## config.mk

```make
export PLATFORM = sky130hd
export DESIGN_NAME = multicycle_controller
export DESIGN_NICKNAME = d
export VERILOG_FILES = /design/src/rtl/mips_ctrl_pkg.sv /design/src/rtl/mc_alu_decoder.sv /design/src/rtl/multicycle_controller.sv
export SDC_FILE = /design/constraint.sdc
export NUM_CORES = 1
export LEC_CHECK = 0
export CAP_MARGIN = 20
export CORE_AREA = 2 2 46 48
export DETAILED_ROUTE_END_ITERATION = 16
export DIE_AREA = 0 0 48 50
export PLACE_DENSITY = 0.76
export REMOVE_ABC_BUFFERS = 1
export SLEW_MARGIN = 20
export SYNTH_ARGS = -nofsm -noshare
export SYNTH_HDL_FRONTEND = slang
export SYNTH_HIERARCHICAL = 1
export SYNTH_SLANG_ARGS = --single-unit
```

## constraint.sdc

```tcl
create_clock -name i_clk -period 2.47 [get_ports i_clk]
set_clock_uncertainty 0.15 [all_clocks]
set_input_delay 0.494 -clock i_clk [delete_from_list [all_inputs] [get_ports i_clk]]
set_output_delay 0.494 -clock i_clk [all_outputs]
set_load 0.005 [all_outputs]
```

## src/rtl/mips_ctrl_pkg.sv

```systemverilog
// Shared types and encodings for the multi-cycle MIPS control unit:
// FSM states, instruction opcode/funct values and ALU operation codes.
package mips_ctrl_pkg;

  typedef enum logic [3:0] {
    S_FETCH  = 4'd0,
    S_DECODE = 4'd1,
    S_MEMADR = 4'd2,
    S_MEMRD  = 4'd3,
    S_MEMWB  = 4'd4,
    S_MEMWR  = 4'd5,
    S_EXEC   = 4'd6,
    S_ALUWB  = 4'd7,
    S_BRANCH = 4'd8,
    S_IEXEC  = 4'd9,
    S_IWB    = 4'd10,
    S_JUMP   = 4'd11
  } state_t;

  localparam logic [5:0] OP_RTYPE = 6'b000000;
  localparam logic [5:0] OP_LW    = 6'b100011;
  localparam logic [5:0] OP_SW    = 6'b101011;
  localparam logic [5:0] OP_BEQ   = 6'b000100;
  localparam logic [5:0] OP_BNE   = 6'b000101;
  localparam logic [5:0] OP_ADDI  = 6'b001000;
  localparam logic [5:0] OP_ORI   = 6'b001101;
  localparam logic [5:0] OP_J     = 6'b000010;

  localparam logic [5:0] FN_ADD = 6'b100000;
  localparam logic [5:0] FN_SUB = 6'b100010;
  localparam logic [5:0] FN_AND = 6'b100100;
  localparam logic [5:0] FN_OR  = 6'b100101;
  localparam logic [5:0] FN_SLT = 6'b101010;

  localparam logic [2:0] ALU_ADD = 3'b010;
  localparam logic [2:0] ALU_SUB = 3'b110;
  localparam logic [2:0] ALU_AND = 3'b000;
  localparam logic [2:0] ALU_OR  = 3'b001;
  localparam logic [2:0] ALU_SLT = 3'b111;

  // Coarse operation chosen by the FSM; FUNCT defers to the R-type funct field.
  localparam logic [1:0] AOP_ADD   = 2'b00;
  localparam logic [1:0] AOP_SUB   = 2'b01;
  localparam logic [1:0] AOP_FUNCT = 2'b10;
  localparam logic [1:0] AOP_OR    = 2'b11;

endpackage

```

## src/rtl/mc_alu_decoder.sv

```systemverilog
// Combinational ALU-control decode from the FSM's coarse ALU op and the
// instruction funct field; 3-bit codes are zero-extended to ALU_CTRL_W.
module mc_alu_decoder
  import mips_ctrl_pkg::*;
#(
  parameter int ALU_CTRL_W = 3
) (
  input  logic [1:0]            i_alu_op,
  input  logic [5:0]            i_funct,
  output logic [ALU_CTRL_W-1:0] o_alu_ctrl
);

  logic [2:0] w_code;

  always_comb begin
    w_code = ALU_ADD;
    case (i_alu_op)
      AOP_ADD: w_code = ALU_ADD;
      AOP_SUB: w_code = ALU_SUB;
      AOP_OR:  w_code = ALU_OR;
      AOP_FUNCT: begin
        // Unknown funct values quietly fall back to add.
        case (i_funct)
          FN_ADD:  w_code = ALU_ADD;
          FN_SUB:  w_code = ALU_SUB;
          FN_AND:  w_code = ALU_AND;
          FN_OR:   w_code = ALU_OR;
          FN_SLT:  w_code = ALU_SLT;
          default: w_code = ALU_ADD;
        endcase
      end
      default: w_code = ALU_ADD;
    endcase
  end

  assign o_alu_ctrl = ALU_CTRL_W'(w_code);

endmodule

```

## src/rtl/multicycle_controller.sv

```systemverilog
// Moore control FSM for the multi-cycle MIPS datapath, sequencing each
// instruction over 2-5 cycles plus memory stalls.
module multicycle_controller
  import mips_ctrl_pkg::*;
#(
  parameter int ALU_CTRL_W = 3,
  parameter bit EN_BNE     = 1'b1,
  parameter bit EN_ORI     = 1'b1
) (
  input  logic                  i_clk,
  input  logic                  i_rst,
  input  logic [5:0]            i_opcode,
  input  logic [5:0]            i_funct,
  input  logic                  i_zero,
  input  logic                  i_mem_ready,
  output logic                  o_pc_en,
  output logic                  o_iord,
  output logic                  o_mem_we,
  output logic                  o_ir_we,
  output logic                  o_reg_dst,
  output logic                  o_mem2reg,
  output logic                  o_we3,
  output logic                  o_src_a,
  output logic [1:0]            o_src_b,
  output logic                  o_zext,
  output logic [1:0]            o_pc_src,
  output logic [ALU_CTRL_W-1:0] o_alu_ctrl,
  output logic                  o_illegal,
  output logic                  o_retire
);

  state_t r_state;
  state_t w_state_next;
  logic   r_is_bne;

  logic                  w_pcwrite;
  logic                  w_branch;
  logic                  w_bne;
  logic                  w_iord;
  logic                  w_mem_we;
  logic                  w_ir_we;
  logic                  w_reg_dst;
  logic                  w_mem2reg;
  logic                  w_we3;
  logic                  w_src_a;
  logic [1:0]            w_src_b;
  logic                  w_zext;
  logic [1:0]            w_pc_src;
  logic [1:0]            w_alu_op;
  logic                  w_alu_en;
  logic                  w_illegal;
  logic                  w_retire;
  logic [ALU_CTRL_W-1:0] w_alu_ctrl;

  // BRANCH must not look at the opcode, so the beq/bne flavour is latched in DECODE.
  always_ff @(posedge i_clk) begin
    if (i_rst) begin
      r_state  <= S_FETCH;
      r_is_bne <= 1'b0;
    end else begin
      r_state <= w_state_next;
      if (r_state == S_DECODE) begin
        r_is_bne <= EN_BNE && (i_opcode == OP_BNE);
      end
    end
  end

  always_comb begin
    w_state_next = r_state;
    w_pcwrite    = 1'b0;
    w_branch     = 1'b0;
    w_bne        = 1'b0;
    w_iord       = 1'b0;
    w_mem_we     = 1'b0;
    w_ir_we      = 1'b0;
    w_reg_dst    = 1'b0;
    w_mem2reg    = 1'b0;
    w_we3        = 1'b0;
    w_src_a      = 1'b0;
    w_src_b      = 2'b00;
    w_zext       = 1'b0;
    w_pc_src     = 2'b00;
    w_alu_op     = AOP_ADD;
    w_alu_en     = 1'b0;
    w_illegal    = 1'b0;
    w_retire     = 1'b0;

    case (r_state)
      S_FETCH: begin
        w_src_b  = 2'b01;
        w_alu_en = 1'b1;
        if (i_mem_ready) begin
          w_ir_we      = 1'b1;
          w_pcwrite    = 1'b1;
          w_state_next = S_DECODE;
        end
      end
      S_DECODE: begin
        w_src_b  = 2'b11;
        w_alu_en = 1'b1;
        case (i_opcode)
          OP_LW, OP_SW: w_state_next = S_MEMADR;
          OP_RTYPE:     w_state_next = S_EXEC;
          OP_BEQ:       w_state_next = S_BRANCH;
          OP_ADDI:      w_state_next = S_IEXEC;
          OP_J:         w_state_next = S_JUMP;
          OP_BNE: begin
            if (EN_BNE) begin
              w_state_next = S_BRANCH;
            end else begin
              w_state_next = S_FETCH;
              w_illegal    = 1'b1;
            end
          end
          OP_ORI: begin
            if (EN_ORI) begin
              w_state_next = S_IEXEC;
            end else begin
              w_state_next = S_FETCH;
              w_illegal    = 1'b1;
            end
          end
          default: begin
            w_state_next = S_FETCH;
            w_illegal    = 1'b1;
          end
        endcase
      end
      S_MEMADR: begin
        w_src_a      = 1'b1;
        w_src_b      = 2'b10;
        w_alu_en     = 1'b1;
        w_state_next = (i_opcode == OP_SW) ? S_MEMWR : S_MEMRD;
      end
      S_MEMRD: begin
        w_iord = 1'b1;
        if (i_mem_ready) begin
          w_state_next = S_MEMWB;
        end
      end
      S_MEMWR: begin
        w_iord   = 1'b1;
        w_mem_we = 1'b1;
        if (i_mem_ready) begin
          w_retire     = 1'b1;
          w_state_next = S_FETCH;
        end
      end
      S_MEMWB: begin
        w_we3        = 1'b1;
        w_mem2reg    = 1'b1;
        w_retire     = 1'b1;
        w_state_next = S_FETCH;
      end
      S_EXEC: begin
        w_src_a      = 1'b1;
        w_alu_op     = AOP_FUNCT;
        w_alu_en     = 1'b1;
        w_state_next = S_ALUWB;
      end
      S_ALUWB: begin
        w_we3        = 1'b1;
        w_reg_dst    = 1'b1;
        w_retire     = 1'b1;
        w_state_next = S_FETCH;
      end
      S_BRANCH: begin
        w_src_a      = 1'b1;
        w_alu_op     = AOP_SUB;
        w_alu_en     = 1'b1;
        w_pc_src     = 2'b01;
        w_branch     = !r_is_bne;
        w_bne        = r_is_bne;
        w_retire     = 1'b1;
        w_state_next = S_FETCH;
      end
      S_IEXEC: begin
        w_src_a  = 1'b1;
        w_src_b  = 2'b10;
        w_alu_en = 1'b1;
        if (EN_ORI && (i_opcode == OP_ORI)) begin
          w_alu_op = AOP_OR;
          w_zext   = 1'b1;
        end
        w_state_next = S_IWB;
      end
      S_IWB: begin
        w_we3        = 1'b1;
        w_retire     = 1'b1;
        w_state_next = S_FETCH;
      end
      S_JUMP: begin
        w_pc_src     = 2'b10;
        w_pcwrite    = 1'b1;
        w_retire     = 1'b1;
        w_state_next = S_FETCH;
      end
      default: w_state_next = S_FETCH;
    endcase
  end

  mc_alu_decoder #(
    .ALU_CTRL_W(ALU_CTRL_W)
  ) u_alu_dec (
    .i_alu_op  (w_alu_op),
    .i_funct   (i_funct),
    .o_alu_ctrl(w_alu_ctrl)
  );

  // Reset forces every output low immediately, so an abandoned access never writes.
  assign o_pc_en    = !i_rst && (w_pcwrite || (w_branch && i_zero) || (w_bne && !i_zero));
  assign o_iord     = !i_rst && w_iord;
  assign o_mem_we   = !i_rst && w_mem_we;
  assign o_ir_we    = !i_rst && w_ir_we;
  assign o_reg_dst  = !i_rst && w_reg_dst;
  assign o_mem2reg  = !i_rst && w_mem2reg;
  assign o_we3      = !i_rst && w_we3;
  assign o_src_a    = !i_rst && w_src_a;
  assign o_src_b    = i_rst ? 2'b00 : w_src_b;
  assign o_zext     = !i_rst && w_zext;
  assign o_pc_src   = i_rst ? 2'b00 : w_pc_src;
  assign o_alu_ctrl = (i_rst || !w_alu_en) ? '0 : w_alu_ctrl;
  assign o_illegal  = !i_rst && w_illegal;
  assign o_retire   = !i_rst && w_retire;

endmodule

```

# Yosys cells after proc, flatten, opt, wreduce, memory -nomap -nowiden

Index checks and enable logic that the tools add are counted.

Register bits after elaboration: 5
Input port bits: 16
Output and inout port bits: 18
Logic and storage cells: 96

Equality and inequality tests: 28
Multiplexer cells: 32
Reduce and logical (&&, ||, !) cells: 34

Operators by type and width:

| operator             | number |
|---|---|
| $eq A6 B6 Y1 const B | 6 |
| $pmux W4 S7          | 1 |
| $pmux W3 S4          | 2 |
| $pmux W4 S5          | 1 |
| $eq A4 B3 Y1 const B | 4 |
| $eq A4 B4 Y1 const B | 4 |
| $mux W1              | 15 |
| $logic_and A1 B1 Y1  | 13 |
| $eq A6 B3 Y1 const B | 2 |
| $eq A6 B4 Y1 const B | 2 |
| $mux W4              | 3 |
| $pmux W2 S3          | 2 |
| $reduce_or A2 Y1     | 5 |
| $eq A4 B2 Y1 const B | 2 |
| $reduce_or A8 Y1     | 1 |
| $eq A6 B2 Y1 const B | 1 |
| $logic_not A6 Y1     | 1 |
| $mux W2              | 3 |
| $mux W3              | 2 |
| $ne A2 B2 Y1 const B | 3 |
| $reduce_or A6 Y1     | 1 |
| $reduce_or A5 Y1     | 1 |
| $eq A2 B2 Y1 const B | 2 |
| $eq A4 B1 Y1 const B | 1 |
| other kinds (10)     | 16 |

# Logic depth before layout (Yosys ltp)

Gate-level depths: netlist (run 1).

Depth in word-level cells: 6
Depth in mapped cells: 6
Mapped depth without buffers: 6

# Cells and area by module

The synthesis (run 1) kept the hierarchy.

By module, submodules not included:

| module                | times used | cells an instance | area an instance (um2) | sequential area each (um2) |
|---|---|---|---|---|
| multicycle_controller | 1          | 98                | 664.4                  | 100.1 |
| mc_alu_decoder        | 1          | 11                | 73.8                   | 0.0 |

# Worst setup path before layout (run 1)

No wires, ideal clock.

Path type: input port to output port
From: input port i_opcode[5]
To: output port o_alu_ctrl[2]
Data arrival time: 1756 ps
Data required time: 1826 ps
Setup slack: 70 ps
Cell stages on the path: 5
Path through: nor2_1 nand4_1 o32ai_1 mux2_2 nor2b_1

Longest elaborated chain between the ends: 6

Ends and longest elaborated chain:

| what                                 | line                         | text |
|---|---|---|
| start: declaration                   | multicycle_controller.sv:12  | `input logic [5:0] i_opcode,` |
| $eq A6 B4 Y1 *                       | multicycle_controller.sv:181 | `if (EN_ORI && (i_opcode == OP_ORI)) begin` |
| $mux W2 *                            | multicycle_controller.sv:181 |  |
| $pmux W2 S3 *                        | multicycle_controller.sv:88  | `case (r_state)` |
| net w_alu_op[1]                      | multicycle_controller.sv:49  | `logic [1:0] w_alu_op;` |
| $eq A2 B2 Y1 (tied with other cells) | mc_alu_decoder.sv:17         | `case (i_alu_op)` |
| $pmux W3 S4 *                        | mc_alu_decoder.sv:17         |  |
| net w_alu_ctrl[2]                    | multicycle_controller.sv:53  | `logic [ALU_CTRL_W-1:0] w_alu_ctrl;` |
| $mux W3 *                            | multicycle_controller.sv:222 | `assign o_alu_ctrl = (i_rst \|\| !w_alu_en) ? '0 : w_alu_ctrl;` |
| end: declaration                     | multicycle_controller.sv:27  | `output logic [ALU_CTRL_W-1:0] o_alu_ctrl,` |

Mark *: on every way through the listed nets, which the timed path passes. The rest lies on a longest branch.

# Worst setup path in the final report (run 1)

From: register r_state[1]
To: output port o_alu_ctrl[2]

RTL lines:

| what                                                | line                         | text |
|---|---|---|
| start: declaration                                  | multicycle_controller.sv:32  | `state_t r_state;` |
| start signal: assignment                            | multicycle_controller.sv:61  | `r_state <= w_state_next;` |
| $eq A4 B4 Y1 / $eq A4 B3 Y1 (equally long branches) | multicycle_controller.sv:88  |  |
| $pmux W2 S3 *                                       | multicycle_controller.sv:88  |  |
| net w_alu_op[1]                                     | multicycle_controller.sv:49  |  |
| $eq A2 B2 Y1 (tied with other cells)                | mc_alu_decoder.sv:17         |  |
| $pmux W3 S4 *                                       | mc_alu_decoder.sv:17         |  |
| net w_alu_ctrl[2]                                   | multicycle_controller.sv:53  |  |
| $mux W3 *                                           | multicycle_controller.sv:222 |  |

Marked as above.

==> results.txt, run 1 <==
----------------------------------------------------
[Finish]
  Proportion of layout cells with a drive suffix above 1 ... 0.503
  Most common cell after layout, fill and taps aside ... buf_4
  Final net count ... 212
  Total non-filler cell area in the finished layout ... 1640 sq um
  Commonest cells after routing, fill and taps aside ... 50 x buf_4, 10 x clkdlybuf4s50_1, 9 x nor2_1
  Area growth from synthesis to layout ... 122%
  Antenna fix cells ... 0
  Fin util ... 0.863

[GRT]
  Pin count of the biggest net entering global routing ... 14
  Initial antenna violation count ... 0
  Global-route wire length before repair ... 6640 um
  Global router's overall resource usage ... 0.390
  Vias in the first global route ... 1377
  Grt total ovfl ... 0

[CTS]
  Maximum number of buffers from clock root to sink ... 2
  Register clock-pin slew on the reported worst setup and hold paths ... 0.06 ns
  Cell at the root of the clock tree ... clkbuf_4
  Post-CTS Hold Fix Bufs ... 0
  Clock buffer count from CTS ... 3
  Worst-Skew Late Latency ... 0.26 ns
  TritonCTS clock tree ... built
  H-Tree Depth ... 1
  Sinks on the clock net ... 5

[Floorplanning]
  Starting density of the core ... 0.388
  Core outline area ... 1900 sq um
  Overall die area ... 2400 sq um
  Die Wd ... 48 um
  Die height ... 50 um
  Cell row count ... 16
  Count of pins on the block boundary ... 34

[Timing]
  RSZ-0062 raised after global routing ... true
  Transition time at the pin with the least slew margin ... 0.429 ns
  Finish-stage setup viols ... 4
  Setup ws final ... -0.153 ns
  Max-slew violation count ... 0
  Min Clock Period, post-route ... 2.62 ns
  Min Hold Slack ... 0.360 ns
  Final worst path period share ... 1.06
  Worst slew slack as a fraction of its limit ... 0.712
  Endpoints failing hold ... 0
  Highest achievable clock rate ... 381 MHz
  Setup TNS ... -0.373 ns

[Setup path]
  CP max FO ... 5
  Data required, critical path ... 1.83 ns
  Delay of the slowest cell on the worst path ... 0.41 ns
  Worst endpoint data arrival time ... 1.98 ns
  Crit path max-delay family ... simple AND/OR/NAND/NOR gates
  Crit path launch type ... flop
  Series of cell instances along the critical path ... or3b_4, o32ai_2, buf_4, buf_6, mux2_4, nor2b_1, buf_2
  Worst setup path class ... reg2out
  Crit path depth ... 7
  Number of cells on the worst reg-to-reg path ... 6
  CP Capture Type ... primary output
  Slowest cell on crit path ... or3b_4
  Number of buffers and inverters on the critical path ... 3

[Logic synthesis]
  Count of different cell masters after synthesis ... 42
  Average cell area after synthesis ... 6.77 sq um
  Dominant cells by area after synthesis ... dfxtp_1 14%, nor2b_1 6.8%, nor2_1 6.1%
  Post-synth ARST share ... 0
  Sequential-to-total area share from yosys stat ... 0.136
  Yosys Warn Count ... 6
  Post-synth top flop ... dfxtp_1
  Largest area contributor in the netlist ... dfxtp_1
  Post-synthesis instance total ... 109
  Mapped cell area ... 738 sq um
  FF+latch count, synth ... 5
  Synth top area share ... 0.136
  EDFF count, synth ... 0

[Drt]
  TritonRoute pass-1 iters ... 5
  Violation count after the first detailed-routing iteration ... 86
  Average wire per cell in the routed design ... 21.1 um
  Via density per instance ... 6.30
  Wire length reported by the detailed router ... 4680 um
  Number of DRC violations after detailed routing ... 0
  Count of antenna-violating nets left after detailed routing ... 0
  Count of vias placed by the detailed router ... 1398

[Worst hold path]
  Worst hold path type ... reg2reg
  Hold Path Stages ... 2

[Power]
  Areal power density over the cells ... 218 nW/um^2
  Largest vdd supply drop ... 232 uV
  Leakage power figure ... 0.773 nW

[Status]
  Outcome ... finished with violations
  Violated checks ... negative setup slack

[Placed design]
  Port Buffers ... 33
  Half-perimeter wire length after detailed placement ... 2220 um
  Instance area after placement ... 1350 sq um
  GPL Wtd Cong ... 0.879

[Run]
  Number of max-cap violations ... 0

----------------------------------------------------
cell usage after synthesis (3+ instances only):
library cell	count
a21oi_1	8
buf_2	3
dfxtp_1	5
inv_1	6
nand2_1	5
nand2b_1	5
nand3_1	3
nor2_1	12
nor2b_1	8
nor3_1	8
nor3b_1	4
nor4_1	3
o21ai_0	4
timing repair:
action | in CTS | in global routing
pin swaps | 5 | 6
endpoints found under the setup margin | 17 | 11
buffers inserted | 15 | 3
gates resized for setup | 67 | 33
flip-flops by register name, indices dropped and copies added (netlist names):
| signal | count |
|---|---|
| r_is_bne | 1 |
| r_state | 4 |
worst reg2reg max path: cells and delay by family, from the launching register on:
kind,cells,cell delay [ns]
buf+inv,2,0.33
flops,1,0.38
simple gates,3,0.41
compound gates,1,0.45
area by class of cell:
class	count	area, sq um
repair buffers	88	729
multi-input cells	92	722
fillers	100	260
flip-flops and latches	5	108
well taps	27	33.8
clock buffers	4	26.3
inverters	6	22.5
metrics by stage:
| step | total power, mW | cells | setup WS (ns) |
|---|---|---|---|
| 2_1_floorplan | 0.126 | 103 | 0.0704 |
| 3_3_place_gp | 0.212 | 201 | -0.803 |
| 3_5_place_dp | 0.215 | 201 | -0.846 |
| 4_1_cts | 0.334 | 220 | -0.0789 |
| 5_1_grt | 0.371 | 222 | -0.203 |
| 6_report | 0.358 | 222 | -0.153 |
per-layer routing:
layer	vias up	wire length [um]	track usage
li1	587	-	-
met1	632	1610	0.441
met2	139	2220	0.620
met3	40	550	0.0952
met4	0	303	0.243
met5	-	0	0
logic make-up (layout without fill, tap and decap cells):
family | Yosys count | in the layout | synth area share
compound gates | 30 | 30 | 0.286
xor+xnor | 2 | 2 | 0.0237
buf+inv | 12 | 98 | 0.0763
flops | 5 | 5 | 0.136
mux | 1 | 1 | 0.0153
simple gates | 59 | 59 | 0.463
report_power, final:
group          leakage (nW)  switching (mW)  internal [mW]  total (mW)
logic                 0.715          0.0791         0.0879       0.167
clock network        0.0150          0.0454         0.0619       0.107
registers            0.0427         0.00251         0.0818      0.0843
total                 0.773           0.127          0.232       0.358
worst paths after layout:
check | startpoint | endpoint | slack (ns)
max | r_state[1] | o_alu_ctrl[2] | -0.15
min | r_is_bne | r_is_bne | 0.36
max reg2reg | r_state[0] | r_state[0] | 0.61
min reg2reg | r_is_bne | r_is_bne | 0.36
Note: power is estimated with default switching activity, not from simulation.
==> run 2, diff against run 1 <==
TNS_END_PERCENT = 50   (was not set)
==> results.txt, run 2 (synthesis results as in run 1) <==
----------------------------------------------------
[Status]
  Outcome ... finished with violations
  Violated checks ... negative setup slack

[Timing]
  Min Hold Slack ... 0.388 ns (+0.0282 ns)
  RSZ-0062 raised after global routing ... true
  Finish-stage setup viols ... 4 (unchanged)
  Worst slew slack as a fraction of its limit ... 0.738 (+0.0263)
  Final worst path period share ... 1.08 (+0.0202)
  Min Clock Period, post-route ... 2.67 ns (+0.0498 ns)
  Transition time at the pin with the least slew margin ... 0.389 ns (-0.0404 ns)
  Highest achievable clock rate ... 374 MHz (-1.9%)
  Max-slew violation count ... 0 (unchanged)
  Setup TNS ... -0.582 ns (-0.209 ns)
  Endpoints failing hold ... 0 (unchanged)
  Setup ws final ... -0.202 ns (-0.0498 ns)

[Setup path]
  CP max FO ... 3 (-2)
  CP Capture Type ... primary output
  Crit path launch type ... primary input
  Crit path max-delay family ... buffers and inverters
  Delay of the slowest cell on the worst path ... 0.33 ns (-0.08 ns)
  Series of cell instances along the critical path ... buf_2, nor2_2, nand4_1, o32ai_2, buf_4, buf_6, mux2_4, nor2b_4, buf_2
  Number of buffers and inverters on the critical path ... 4 (+1)
  Cell mode on critical path ... buf_2
  Worst setup path class ... in2out
  Data required, critical path ... 1.83 ns (about the same)
  Worst endpoint data arrival time ... 2.03 ns (+0.05 ns)
  Slowest cell on crit path ... o32ai_2

[Finish]
  Most common cell after layout, fill and taps aside ... buf_4
  Total non-filler cell area in the finished layout ... 1600 sq um (-2.8%)
  Flip-flop count of the largest register after layout ... 4 (unchanged)
  Register with the highest flop count ... r_state
  Fin util ... 0.839 (-0.0243)
  Biggest regs ... r_state x4, r_is_bne x1
  Proportion of layout cells with a drive suffix above 1 ... 0.495 (-0.00777)
  Antenna fix cells ... 0 (unchanged)
  Commonest cells after routing, fill and taps aside ... 47 x buf_4, 12 x clkdlybuf4s50_1, 9 x buf_6
  Final net count ... 209 (-1.4%)
  Area growth from synthesis to layout ... 116%

[Drt]
  Count of vias placed by the detailed router ... 1331 (-4.8%)
  Wire length reported by the detailed router ... 4310 um (-7.9%)
  Via density per instance ... 6.08 (-3.5%)
  Number of DRC violations after detailed routing ... 0 (unchanged)
  TritonRoute pass-1 iters ... 4 (-1)
  Average wire per cell in the routed design ... 19.7 um (-6.6%)
  Violation count after the first detailed-routing iteration ... 57 (-34%)
  Count of antenna-violating nets left after detailed routing ... 0 (unchanged)

[Placed design]
  Worst-case setup slack after placement ... -0.846 ns (unchanged)
  Instance area after placement ... 1350 sq um (unchanged)
  Port Buffers ... 33 (unchanged)
  GPL Wtd Cong ... 0.879 (unchanged)
  Half-perimeter wire length after detailed placement ... 2220 um (unchanged)

[GRT]
  Global-route wire length before repair ... 6070 um (-8.5%)
  Vias in the first global route ... 1329 (-3.5%)
  Initial antenna violation count ... 0 (unchanged)
  Global router's overall resource usage ... 0.354 (-0.0355)
  Grt total ovfl ... 0 (unchanged)
  Pin count of the biggest net entering global routing ... 14 (unchanged)

[Floorplanning]
  Starting density of the core ... 0.388 (unchanged)
  Count of pins on the block boundary ... 34 (unchanged)
  Die Wd ... 48 um (unchanged)
  Cell row count ... 16 (unchanged)
  Die height ... 50 um (unchanged)
  Core outline area ... 1900 sq um (unchanged)
  Overall die area ... 2400 sq um (unchanged)

[Run]
  Number of max-cap violations ... 0 (unchanged)

[CTS]
  Post-CTS Hold Fix Bufs ... 0 (unchanged)
  Cell at the root of the clock tree ... clkbuf_4
  Worst-Skew Late Latency ... 0.27 ns (about the same)
  Sinks on the clock net ... 5 (unchanged)
  H-Tree Depth ... 1 (unchanged)
  Clock buffer count from CTS ... 3 (unchanged)
  Register clock-pin slew on the reported worst setup and hold paths ... 0.05 ns (about the same)
  TritonCTS clock tree ... built
  Maximum number of buffers from clock root to sink ... 2 (unchanged)

[Worst hold path]
  Worst hold path type ... reg2reg

[Power]
  Largest vdd supply drop ... 224 uV (-3.3%)
  Areal power density over the cells ... 221 nW/um^2 (+1.1%)
  Leakage power figure ... 0.726 nW (-6.0%)

----------------------------------------------------
==> run 2: changes by cell type in the layout (fill, tap and decap cells not counted), moves of 2 or more <==
cell	previous run	this run
dlygate4sd2_1	8	6
buf_4	50	47
nor2_2	3	5
nor4_4	2	0
clkdlybuf4s50_1	10	12
buf_6	7	9
==> run 2: area by class of cell <==
class	instances	area, sq um
Fill cell	110	307
Timing Repair Buffer	85	712
Clock buffer	4	26.3
Multi-Input combinational cell	92	696
Tap cell	27	33.8
Sequential cell	5	105
Inverter	6	22.5
==> run 2: worst paths after layout <==
| kind | from | to | slack, ns | cells past startpoint |
|---|---|---|---|---|
| worst max-delay path | i_opcode[5] | o_alu_ctrl[2] | -0.20 | 9 |
| worst min-delay path | r_is_bne | r_is_bne | 0.39 | 2 |
| worst max register to register | r_state[1] | r_is_bne | 0.73 | 5 |
| worst min register to register | r_is_bne | r_is_bne | 0.39 | 2 |
==> run 2: routing by layer <==
metal	track usage	share of wire	vias to the layer above
met3	0.0476	0.076	33
met2	0.569	0.47	107
met5	0	0	-
met1	0.412	0.38	616
li1	-	-	575
met4	0.234	0.075	0
==> run 2: per-stage QoR <==
step	power [mW]	cells
floorplan	0.126	103
global placement	0.212	201
detailed placement	0.215	201
CTS	0.333	218
global route	0.363	219
finish	0.352	219
==> run 2: where the power goes <==
part | internal (mW) | total (mW) | switching (mW)
Clock | 0.0620 | 0.109 | 0.0471
Combinational | 0.0843 | 0.159 | 0.0742
Sequential | 0.0827 | 0.0845 | 0.00174
Total | 0.229 | 0.352 | 0.123
==> run 2: what timing repair did <==
| action | 4_1_cts | 5_1_grt |
|---|---|---|
| endpoints found under the setup margin | 17 | 11 |
| resized for setup | 65 | 26 |
| setup buffers | 13 | 1 |
| pin swaps | 4 | 4 |
==> run 2: worst register-to-register path, stage by stage (launching register included) <==
cell	delay, ns
dfxtp_2	0.34
buf_4	0.17
or4b_4	0.54
nor2_2	0.09
nand4_1	0.14
a21oi_1	0.22
==> run 3, diff against run 2 <==
CORE_AREA = 3 3 47 49   (was 2 2 46 48)
DIE_AREA = 0 0 50 52   (was 0 0 48 50)
==> results.txt, run 3 (synthesis results as in run 1) <==
----------------------------------------------------
[Worst hold path]
  Beginning of the worst hold path ... r_is_bne
  Worst hold path type ... reg2reg
  End point of the worst hold path ... r_is_bne
  Hold Path Stages ... 2 (unchanged)

[Timing]
  Setup TNS ... -0.556 ns (+0.0259 ns)
  Highest achievable clock rate ... 366 MHz (-2.3%)
  Transition time at the pin with the least slew margin ... 0.363 ns (-0.0265 ns)
  Min Clock Period, post-route ... 2.73 ns (+0.0617 ns)
  Final worst path period share ... 1.11 (+0.0250)
  Max-slew violation count ... 0 (unchanged)
  Finish-stage setup viols ... 5 (+1)
  Worst slew slack as a fraction of its limit ... 0.756 (+0.0181)
  Setup ws final ... -0.264 ns (-0.0617 ns)
  RSZ-0062 raised after global routing ... true
  Min Hold Slack ... 0.334 ns (-0.0536 ns)
  Endpoints failing hold ... 0 (unchanged)

[Finish]
  Total non-filler cell area in the finished layout ... 1670 sq um (+4.9%)
  Flip-flop count of the largest register after layout ... 4 (unchanged)
  Register with the highest flop count ... r_state
  Commonest cells after routing, fill and taps aside ... 47 x buf_4, 11 x clkdlybuf4s50_1, 11 x buf_6
  Fin util ... 0.880 (+0.0414)
  Fill cells ... 92 (-16%)
  Final net count ... 211 (+0.96%)
  Most common cell after layout, fill and taps aside ... buf_4
  Proportion of layout cells with a drive suffix above 1 ... 0.474 (-0.0206)
  Biggest regs ... r_state x4, r_is_bne x1
  Area growth from synthesis to layout ... 127%
  Antenna fix cells ... 0 (unchanged)
  Final non-filler cell total ... 221 (+0.91%)

[Placed design]
  Dpl cells ... 203 (+1.0%)
  Half-perimeter wire length after detailed placement ... 2270 um (+2.2%)
  Port Buffers ... 33 (unchanged)
  GPL Wtd Cong ... 0.936 (+6.6%)
  Instance area after placement ... 1370 sq um (+1.1%)

[Floorplanning]
  Die Wd ... 50 um (+4.2%)
  Overall die area ... 2600 sq um (+8.3%)
  Core outline area ... 1900 sq um (unchanged)
  Die height ... 52 um (+4.0%)
  Count of pins on the block boundary ... 34 (unchanged)
  Cell row count ... 16 (unchanged)
  Starting density of the core ... 0.388 (unchanged)

[Power]
  Areal power density over the cells ... 216 nW/um^2 (-2.3%)
  Largest vdd supply drop ... 230 uV (+2.8%)
  Leakage power figure ... 0.815 nW (+12%)

[CTS]
  TritonCTS clock tree ... built
  H-Tree Depth ... 1 (unchanged)
  Clock buffer count from CTS ... 3 (unchanged)
  Register clock-pin slew on the reported worst setup and hold paths ... 0.05 ns (about the same)
  Post-CTS Hold Fix Bufs ... 0 (unchanged)
  Sinks on the clock net ... 5 (unchanged)
  Cell at the root of the clock tree ... clkbuf_4
  Worst-Skew Late Latency ... 0.26 ns (about the same)
  Maximum number of buffers from clock root to sink ... 2 (unchanged)

[Drt]
  Count of vias placed by the detailed router ... 1363 (+2.4%)
  Number of DRC violations after detailed routing ... 0 (unchanged)
  Average wire per cell in the routed design ... 20.0 um (+1.4%)
  TritonRoute pass-1 iters ... 4 (unchanged)
  Wire length reported by the detailed router ... 4410 um (+2.3%)
  Violation count after the first detailed-routing iteration ... 96 (+68%)
  Via density per instance ... 6.17 (+1.5%)
  Count of antenna-violating nets left after detailed routing ... 0 (unchanged)

[GRT]
  Vias in the first global route ... 1266 (-4.7%)
  Global router's overall resource usage ... 0.295 (-0.0591)
  Initial antenna violation count ... 0 (unchanged)
  Pin count of the biggest net entering global routing ... 16 (+2)
  Grt total ovfl ... 0 (unchanged)
  Global-route wire length before repair ... 5810 um (-4.3%)

[Setup path]
  Series of cell instances along the critical path ... buf_6, nor2b_4, nand4_1, o32ai_2, buf_4, buf_6, mux2_4, nor2b_4, buf_2
  Worst endpoint data arrival time ... 2.09 ns (+0.06 ns)
  Reg-to-reg slack, setup ... 0.63 ns (-0.10 ns)
  Worst setup path class ... in2out
  Number of buffers and inverters on the critical path ... 4 (unchanged)
  Crit path max-delay family ... buffers and inverters
  Number of cells on the worst reg-to-reg path ... 6 (+1)
  Source of the worst register-to-register timing path ... r_state[0]
  Source of the critical timing path ... i_opcode[1]
  Worst flop-to-flop path endpoint ... r_state[0]
  Slowest cell on crit path ... o32ai_2
  Crit path launch type ... primary input
  CP max FO ... 2 (-1)
  Delay of the slowest cell on the worst path ... 0.35 ns (+0.02 ns)
  Data required, critical path ... 1.83 ns (about the same)
  CP Capture Type ... primary output

[Status]
  Outcome ... finished with violations
  Violated checks ... negative setup slack

[Run]
  Number of max-cap violations ... 0 (unchanged)

----------------------------------------------------
==> run 3: cell types whose count changed in the layout (fill, tap and decap cells not counted), sizes merged <==
cell | previous run | this run
dlygate4sd2 | 6 | 7
clkdlybuf4s50 | 12 | 11
clkbuf | 7 | 5
dlymetal6s2s | 2 | 6
==> run 3: area by class of cell <==
type | instances | area (sq um) | share of cell area
timing repair buffer | 87 | 753 | 0.450
multi-input combinational | 92 | 733 | 0.438
sequential | 5 | 105 | 0.0628
tap | 27 | 33.8 | 0.0202
clock buffer | 4 | 26.3 | 0.0157
inverter | 6 | 22.5 | 0.0135
==> run 3: worst max-delay path by stage <==
stage	slack (ns)	to	depth (start not counted)
finish	-0.26	o_alu_ctrl[2]	9
global route	-0.27	o_alu_ctrl[2]	8
CTS	-0.13	o_src_a	5
detailed placement	-0.91	o_alu_ctrl[2]	9
global placement	-0.77	o_alu_ctrl[2]	9
floorplan	0.07	o_alu_ctrl[2]	5
==> run 3: worst min-delay path: cells and delay by family (launching register included) <==
kind	cells	cell delay [ns]
AND/OR/NAND/NOR	1	0.06
AO/OA/AOI/OAI	1	0.05
flip-flops	1	0.32
==> run 3: timing repair <==
item	in CTS	in global routing
setup buffers	11	5
pin swaps	6	5
endpoints found under the setup margin	17	13
resized for setup	71	24
==> run 3: metal layers <==
layer  routed length [um]  GRT usage  up-vias
met4                  256      0.240        0
met3                  328     0.0401       36
met5                    0          0        -
met1                 1690      0.330      624
li1                     -          -      580
met2                 2140      0.498      123
==> run 3: report_power, final <==
group / switching [mW] / internal [mW] / leakage (nW)
Sequential: 0.00184 / 0.0816 / 0.0418
Combinational: 0.0798 / 0.0917 / 0.759
Clock: 0.0444 / 0.0618 / 0.0150
==> run 3: per-stage QoR <==
stage | setup slack [ns] | total power, mW
CTS | -0.126 | 0.333
global route | -0.272 | 0.370
detailed placement | -0.906 | 0.216
floorplan | 0.0704 | 0.126
finish | -0.264 | 0.361
global placement | -0.773 | 0.213
